### config.mk
export PLATFORM = sky130hd
export DESIGN_NAME = alu_carry_seq
export DESIGN_NICKNAME = d
export VERILOG_FILES = /design/src/rtl/alu_pkg.sv /design/src/rtl/carry_init.sv /design/src/rtl/alu_carry_seq.sv
export SDC_FILE = /design/constraint.sdc
export NUM_CORES = 1
export LEC_CHECK = 0
export CAP_MARGIN = 20
export CORE_AREA = 2 2 39 41
export DETAILED_ROUTE_END_ITERATION = 10
export DIE_AREA = 0 0 41 43
export HOLD_SLACK_MARGIN = 0.15
export SETUP_SLACK_MARGIN = 0.3
export SYNTH_ARGS = -nofsm -noshare
export SYNTH_HDL_FRONTEND = slang
export SYNTH_SLANG_ARGS = --single-unit
### constraint.sdc
create_clock -name Clk -period 2.1 [get_ports Clk]
set_clock_uncertainty 0.2 [all_clocks]
set_input_delay 0.525 -clock Clk [delete_from_list [all_inputs] [get_ports Clk]]
set_output_delay 0.525 -clock Clk [all_outputs]
set_load 0.02 [all_outputs]
### src/rtl/alu_pkg.sv
// ---------------------------------------------------------------------------
// alu_pkg : shared operation, mode and sequencer-state encodings for the ALU
// Revision: 1.0
// ---------------------------------------------------------------------------
`default_nettype none

package alu_pkg;

  typedef enum logic [2:0] {
    TRANSFER = 3'd0,
    INC      = 3'd1,
    ADD      = 3'd2,
    ADC      = 3'd3,
    SUB      = 3'd4,
    SBB      = 3'd5,
    DEC      = 3'd6,
    NEG      = 3'd7
  } opsel_e;

  typedef enum logic {
    ARITH = 1'b0,
    LOGIC = 1'b1
  } mode_e;

  typedef enum logic [1:0] {
    IDLE = 2'd0,
    RUN  = 2'd1,
    DONE = 2'd2
  } seq_state_e;

endpackage

`default_nettype wire

### src/rtl/carry_init.sv
// ---------------------------------------------------------------------------
// carry_init : initial carry-in (c0) from operation, mode and carry flag
// Revision: 1.0
// ---------------------------------------------------------------------------
`default_nettype none

module carry_init
  import alu_pkg::*;
(
  input  opsel_e opsel,
  input  mode_e  mode,
  input  logic   carry_flag,
  output logic   c0
);

  always_comb begin
    c0 = 1'b0;
    if (mode == ARITH) begin
      case (opsel)
        INC, SUB, NEG: c0 = 1'b1;
        ADC, SBB:      c0 = carry_flag;
        default:       c0 = 1'b0;
      endcase
    end
  end

endmodule

`default_nettype wire

### src/rtl/alu_carry_seq.sv
// ---------------------------------------------------------------------------
// alu_carry_seq : runs one wide operation as LS-first slice beats, chaining carry
// Revision: 1.0
// ---------------------------------------------------------------------------
`default_nettype none

module alu_carry_seq
  import alu_pkg::*;
#(
  parameter int DATA_W  = 128,
  parameter int SLICE_W = 32,
  localparam int NUM_SLICES = DATA_W / SLICE_W,
  localparam int IDX_W      = (NUM_SLICES > 1) ? $clog2(NUM_SLICES) : 1
) (
  input  logic             Clk,
  input  logic             Reset,
  input  logic             Start,
  input  logic [2:0]       Opsel,
  input  logic             Mode,
  output logic             SliceValid,
  input  logic             SliceReady,
  output logic [IDX_W-1:0] SliceIdx,
  output logic             SliceCarryIn,
  input  logic             SliceCarryOut,
  output logic             Busy,
  output logic             Done,
  output logic             CarryFlag
);

  localparam logic [IDX_W-1:0] LAST_IDX = IDX_W'(NUM_SLICES - 1);

  if ((DATA_W % SLICE_W) != 0 || NUM_SLICES < 1) begin : g_bad_geometry
    $error("alu_carry_seq: DATA_W must be a non-zero multiple of SLICE_W");
  end

  seq_state_e       state;
  seq_state_e       state_next;
  mode_e            mode_q;
  logic [IDX_W-1:0] idx_q;
  logic             cin_q;
  logic             flag_q;
  logic             c0;
  logic             handshake;
  logic             last_beat;

  carry_init u_carry_init (
    .opsel      (opsel_e'(Opsel)),
    .mode       (mode_e'(Mode)),
    .carry_flag (flag_q),
    .c0         (c0)
  );

  assign handshake = (state == RUN) && SliceReady;
  assign last_beat = (idx_q == LAST_IDX);

  always_ff @(posedge Clk) begin
    if (Reset) state <= IDLE;
    else       state <= state_next;
  end

  always_comb begin
    state_next = state;
    case (state)
      IDLE:    if (Start) state_next = RUN;
      RUN:     if (handshake && last_beat) state_next = DONE;
      DONE:    state_next = IDLE;
      default: state_next = IDLE;
    endcase
  end

  // The flag is written on the final handshake so it is already current while Done is high.
  always_ff @(posedge Clk) begin
    if (Reset) begin
      mode_q <= ARITH;
      idx_q  <= '0;
      cin_q  <= 1'b0;
      flag_q <= 1'b0;
    end else begin
      case (state)
        IDLE: begin
          if (Start) begin
            mode_q <= mode_e'(Mode);
            idx_q  <= '0;
            cin_q  <= c0;
          end
        end
        RUN: begin
          if (handshake) begin
            if (!last_beat) begin
              idx_q <= idx_q + IDX_W'(1);
              cin_q <= (mode_q == ARITH) && SliceCarryOut;
            end else if (mode_q == ARITH) begin
              flag_q <= SliceCarryOut;
            end
          end
        end
        DONE: begin
          idx_q <= '0;
          cin_q <= 1'b0;
        end
        default: begin
          idx_q <= '0;
          cin_q <= 1'b0;
        end
      endcase
    end
  end

  assign SliceValid   = (state == RUN);
  assign Busy         = (state != IDLE);
  assign Done         = (state == DONE);
  assign SliceIdx     = idx_q;
  assign SliceCarryIn = cin_q;
  assign CarryFlag    = flag_q;

endmodule

`default_nettype wire

# After elaboration in Yosys (flattened, before gate mapping)
# Cells that the tools add are included.
# totals
ff_bits,7
inputBits,9
out_inout_bits,7
# classes
addsub,1
eq_ne,12
mux,13
bitwise,1
reduce_logical,11
# ops
op,n
2-bit two-way mux,5
3-bit == test (second input constant),3
2-bit case mux with 2 select lines,2
2-bit == test (second input constant),2
1-bit two-way mux,4
2-bit by 1-bit inequality test with 1-bit output (second input constant),2
2-bit inequality test (second input constant),2
1-bit case mux with 2 select lines,2
2-bit AND reduction,2
4-bit AND reduction,1
3-bit by 1-bit == test with 1-bit output (second input constant),1
3-bit by 2-bit == test with 1-bit output (second input constant),1
1-bit logical AND,3
3-bit AND reduction,1
3-bit OR reduction,1
2-bit by 1-bit adder with 2-bit output (second input constant),1
2-bit by 1-bit == test with 1-bit output (second input constant),1
2-bit logical NOT,1
2-bit nonzero test,1
2-bit OR reduction,1
1-bit inverter,1

# Logic depth before layout (Yosys ltp)
# depth
ltp_word,6
depth_mapped,4
depth_no_buf,4

# Modules after synthesis
# A second synthesis with hierarchy kept.
# hier_totals
cells_unflattened,45
hier_area_um2,402.9
# modules_own_cells
mod,n_inst,cells_each,area_per_inst_um2
alu_carry_seq,1,40,365.4
carry_init,1,5,37.5

# Worst setup path before layout
# Ideal clock, no wire load.
# synth_timing
path_type,flip-flop to flip-flop
from,reg idx_q[0] (netlist: SliceIdx[0])
to,reg flag_q (netlist: CarryFlag)
setup_time_ns,0.070
arrival_ns,1.352
path_slack_ns,0.478
stages_incl_launch_ff,5
path_buffers,0
synth_period_minus_slack_ns,1.622
path_cell_list,dfxtp_1 > ha_1 > nand3_2 > or4b_1 > a21oi_1
# synth_via
elab_chain_len,2
# synth_lines
element,line_no,source
"start, declared",alu_carry_seq.sv:39,logic [IDX_W-1:0] idx_q;
"start signal, assigned",alu_carry_seq.sv:90,idx_q <= idx_q + IDX_W'(1);
2-bit == test,alu_carry_seq.sv:54,assign last_beat = (idx_q == LAST_IDX);
4-bit AND reduction (no source line),--,
"end signal, assigned",alu_carry_seq.sv:93,flag_q <= SliceCarryOut;
"end, declared",alu_carry_seq.sv:41,logic flag_q;
# Every way passes these cells.
# A chain may end at the register's enable or synchronous reset.

# Worst setup path after layout
# layout_timing
from,reg state[0]
to,out Busy
# layout_via
elab_chain_len,1
# layout_lines
element,line_no,source
"start, declared",alu_carry_seq.sv:36,seq_state_e state;
"start signal, assigned",alu_carry_seq.sv:58,else state <= state_next;
2-bit nonzero test,alu_carry_seq.sv:110,assign Busy = (state != IDLE);
"end, declared",alu_carry_seq.sv:25,"output logic Busy,"
# Every way passes these cells.

==> implementation parameters <==
Parameter                              Value

Status
  Status ... completed

Floorplan
  Cell Rows ... 14
  Die height ... 43 um
  Starting Density ... 0.277
  Core area ... 1380 sq um
  Die width ... 41 um
  I/O pins ... 16
  Die Area ... 1760 sq um

Detailed routing
  Total detailed-routing wirelength ... 908 um
  Number of antenna-violating nets in the routed design ... 0
  Routed wl met2 ... 440 um
  Post-Route M1 WL ... 376 um
  Highest Signal Layer ... met4
  DR iter-0 viols ... 12
  Drt first pass iters ... 2
  DR WL/cell ... 11.6 um
  Vias per cell ... 5.09
  Met3 WL post-DR ... 49 um
  DRC violations left ... 0
  Vias ... 397

Synth
  Count of yosys warnings during synthesis ... 0
  Post-synthesis area per instance ... 9.34 sq um
  Net count of the mapped netlist ... 51
  Cell area after synthesis ... 383 sq um
  Fraction of post-synthesis cell area in the top cell type by area ... 0.366
  Post-synthesis share of cell area spent on full adders, half adders and majority gates ... 0.0327
  Number of library cell types mapped by synthesis ... 27
  Post-synthesis sequential area ratio ... 0.366
  Dominant cells by area after synthesis ... dfxtp_1, nor2b_1, nor3_1, a31oi_1, and4bb_2
  Simple-gate share of the synthesized area ... 0.359
  Xor/xnor share of the synthesized area ... 0.0229
  Share of synthesized area spent on multiplexers ... 0.0261
  Complex-gate fraction of the synthesized area ... 0.157
  Synth async-reset ratio ... 0
  Count of flip-flops with a built-in enable after synthesis ... 0
  Synth area leader ... dfxtp_1
  Largest family of logic cells by synthesized area ... simple AND/OR/NAND/NOR gates
  Count of state elements after synthesis ... 7
  Number of standard cells after synthesis ... 41
  Dominant synthesized flop cell ... dfxtp_1

Power and ir drop
  Power density cells ... 575 nW/um^2
  Part of the total power dissipated in combinational logic ... 0.201
  Proportion of power drawn by flip-flops and latches ... 0.424
  Switch Pwr ... 0.0896 mW
  Maximum vdd drop ... 203 uV
  Internal power ... 0.249 mW
  Clk network pwr share ... 0.374
  Leakage ... 0.253 nW
  Net switching fraction of the power ... 0.264

Placed design
  HPWL after detailed placement ... 723 um
  Placer congestion estimate ... 0.685
  Number of buffers added on ports ... 15

Finish
  Fraction of layout instances using a drive strength above 1 ... 0.258
  Nets ... 73
  Number of filler instances in the final layout ... 150
  Ant. Diodes ... 0
  Area Growth Syn to Fin ... 53.9%

STA
  Maximum clock rate ... 570 MHz
  Setup repair after global routing missed its margin ... no
  Final hold violation count ... 0
  Total of endpoints with negative setup slack in the final report ... 0
  Clock period minus final worst setup slack ... 1.76 ns
  Hold_ws ... 0.289 ns
  Max-slew headroom ... 0.763
  Number of pins with negative max-slew slack in the final report ... 0
  Final period util ... 0.836
  Setup TNS ... 0 ns
  Slew at the pin closest to its max-slew limit ... 0.350 ns

GRT
  GR Util All Layers ... 0.123
  Initial antenna violation count ... 0
  Total overflow reported by the global router ... 0
  Global-route wire length before repair ... 1390 um
  Vias in the first global route ... 354
  Maximum number of pins on one net before global-route repair ... 10

Clocking
  Post-CTS Hold Fix Bufs ... 0
  Clock Pin Slew Worst Setup and Hold Paths ... 0.05 ns
  Cell at the root of the clock tree ... clkbuf_4
  Clock sink total ... 7
  TritonCTS clock tree ... yes
  Clock Latency Late Sink ... 0.26 ns
  Total CTS buffers ... 3
  Deepest level of the CTS H-tree ... 1
  Number of buffers on the longest clock path ... 2

Setup path
  Category of cells accounting for the largest share of critical-path delay ... flip-flops
  Endpoint class of the critical path ... primary output
  Buf+Inv Stages, Crit Path ... 1
  Largest fanout on the critical path ... 5
  Setup crit start kind ... register
  Cells traversed along the worst timing path ... or2_2 > buf_4
  Required time of the worst setup path ... 1.37 ns
  Slowest cell delay on critical path ... 0.35 ns
  Critical Setup Path Class ... register to primary output
  Critical-path top delay cell ... dfxtp_4
  Worst EP arrival ... 1.03 ns

Hold path
  Hold/Removal Path Class ... register to register

Job
  Max cap viols ... 0
[worst min-delay path: cells and delay by family (launching register included)]
kind / cells / cell delay (ns)
AO/OA/AOI/OAI: 1 / 0.08
flip-flops: 1 / 0.30
AND/OR/NAND/NOR: 1 / 0.05
[cell usage after synthesis (all sizes together), types with 2 or more instances]
master	count
dfxtp	7
nor2b	3
nor3	3
a31oi	2
buf	2
nand2b	2
nor2	2
[repair_timing]
action	in CTS	in global routing
gates cloned	0	0
setup buffers	0	1
endpoints found under the setup margin	7	3
resized for setup	12	5
[path summary, 6_finish.rpt]
path | start | to | slack (ns) | cells after the start
setup / recovery | state[0] | Busy | 0.34 | 2
hold / removal | SliceCarryIn | SliceCarryIn | 0.29 | 2
setup reg to reg | SliceIdx[0] | CarryFlag | 0.57 | 4
hold reg to reg | SliceCarryIn | SliceCarryIn | 0.29 | 2
[metrics by stage]
| step | cell area, sq um | util | worst slack [ns] | instances | power (mW) |
|---|---|---|---|---|---|
| after global placement | 569 | 0.411 | 0.111 | 73 | 0.218 |
| after CTS | 586 | 0.423 | 0.255 | 77 | 0.341 |
| final | 589 | 0.426 | 0.344 | 78 | 0.339 |
| after detailed placement | 569 | 0.411 | 0.0820 | 73 | 0.218 |
| after floorplan | 383 | - | 0.478 | 41 | 0.181 |
| after global routing | 589 | 0.426 | 0.306 | 78 | 0.357 |
[routing by layer]
metal,up-vias,GRT usage
met2,13,0.197
li1,197,-
met1,183,0.114
met5,-,0
met4,0,0.140
met3,4,0.0157
[registers in the layout (all words and copies together) (netlist names)]
name and cells:
SliceCarryIn 1, CarryFlag 1, state 2, mode_q 1, SliceIdx 2
[kinds of logic after synthesis]
family | Yosys count
buffers and inverters | 3
adders and majority gates | 1
muxes | 1
xor gates and xnor gates | 1
and+or+nand+nor | 20
AOI/OAI and AO/OA | 8
DFF | 7
[layout by cell type, fill, tap and decap left out]
cell type        Yosys  layout
clkdlybuf4s50_1      0       8
dfxtp_1              7       6
buf_4                0       6
dlygate4sd2_1        0       4
nor2b_1              3       3
nor3_1               3       3
clkbuf_4             0       3
nand2b_1             2       2
a31oi_1              2       2
nor2_1               2       2
clkbuf_2             0       2
or2_2                1       1
nand3b_1             1       1
and4bb_2             1       1
nand3_2              1       1
o211a_1              1       1
nor3b_1              1       1
mux2i_1              1       1
and4b_2              1       1
nand2_1              1       1
nor4b_1              1       1
a22oi_1              1       1
xnor2_1              1       1
nor4_1               1       1
o221ai_1             1       1
a32oi_1              1       1
or4b_1               1       1
o31ai_1              1       1
a21oi_1              1       1
ha_1                 1       1
clkbuf_1             1       1
dfxtp_4              0       1
[layout make-up]
class / instances / area, sq um / area share
multi-input combinational: 31 / 229 / 0.389
timing repair buffer: 20 / 170 / 0.289
sequential: 7 / 144 / 0.244
clock buffer: 4 / 26.3 / 0.0446
tap: 16 / 20.0 / 0.0340
[power groups by stage]
stage / Clock [mW] / Combinational (mW) / Sequential, mW
2_1_floorplan: 0 / 0.0299 / 0.151
3_3_place_gp: 0 / 0.0694 / 0.148
3_5_place_dp: 0 / 0.0697 / 0.149
4_1_cts: 0.131 / 0.0650 / 0.146
5_1_grt: 0.138 / 0.0736 / 0.145
6_report: 0.127 / 0.0682 / 0.144
(Power assumes the default switching activity.)
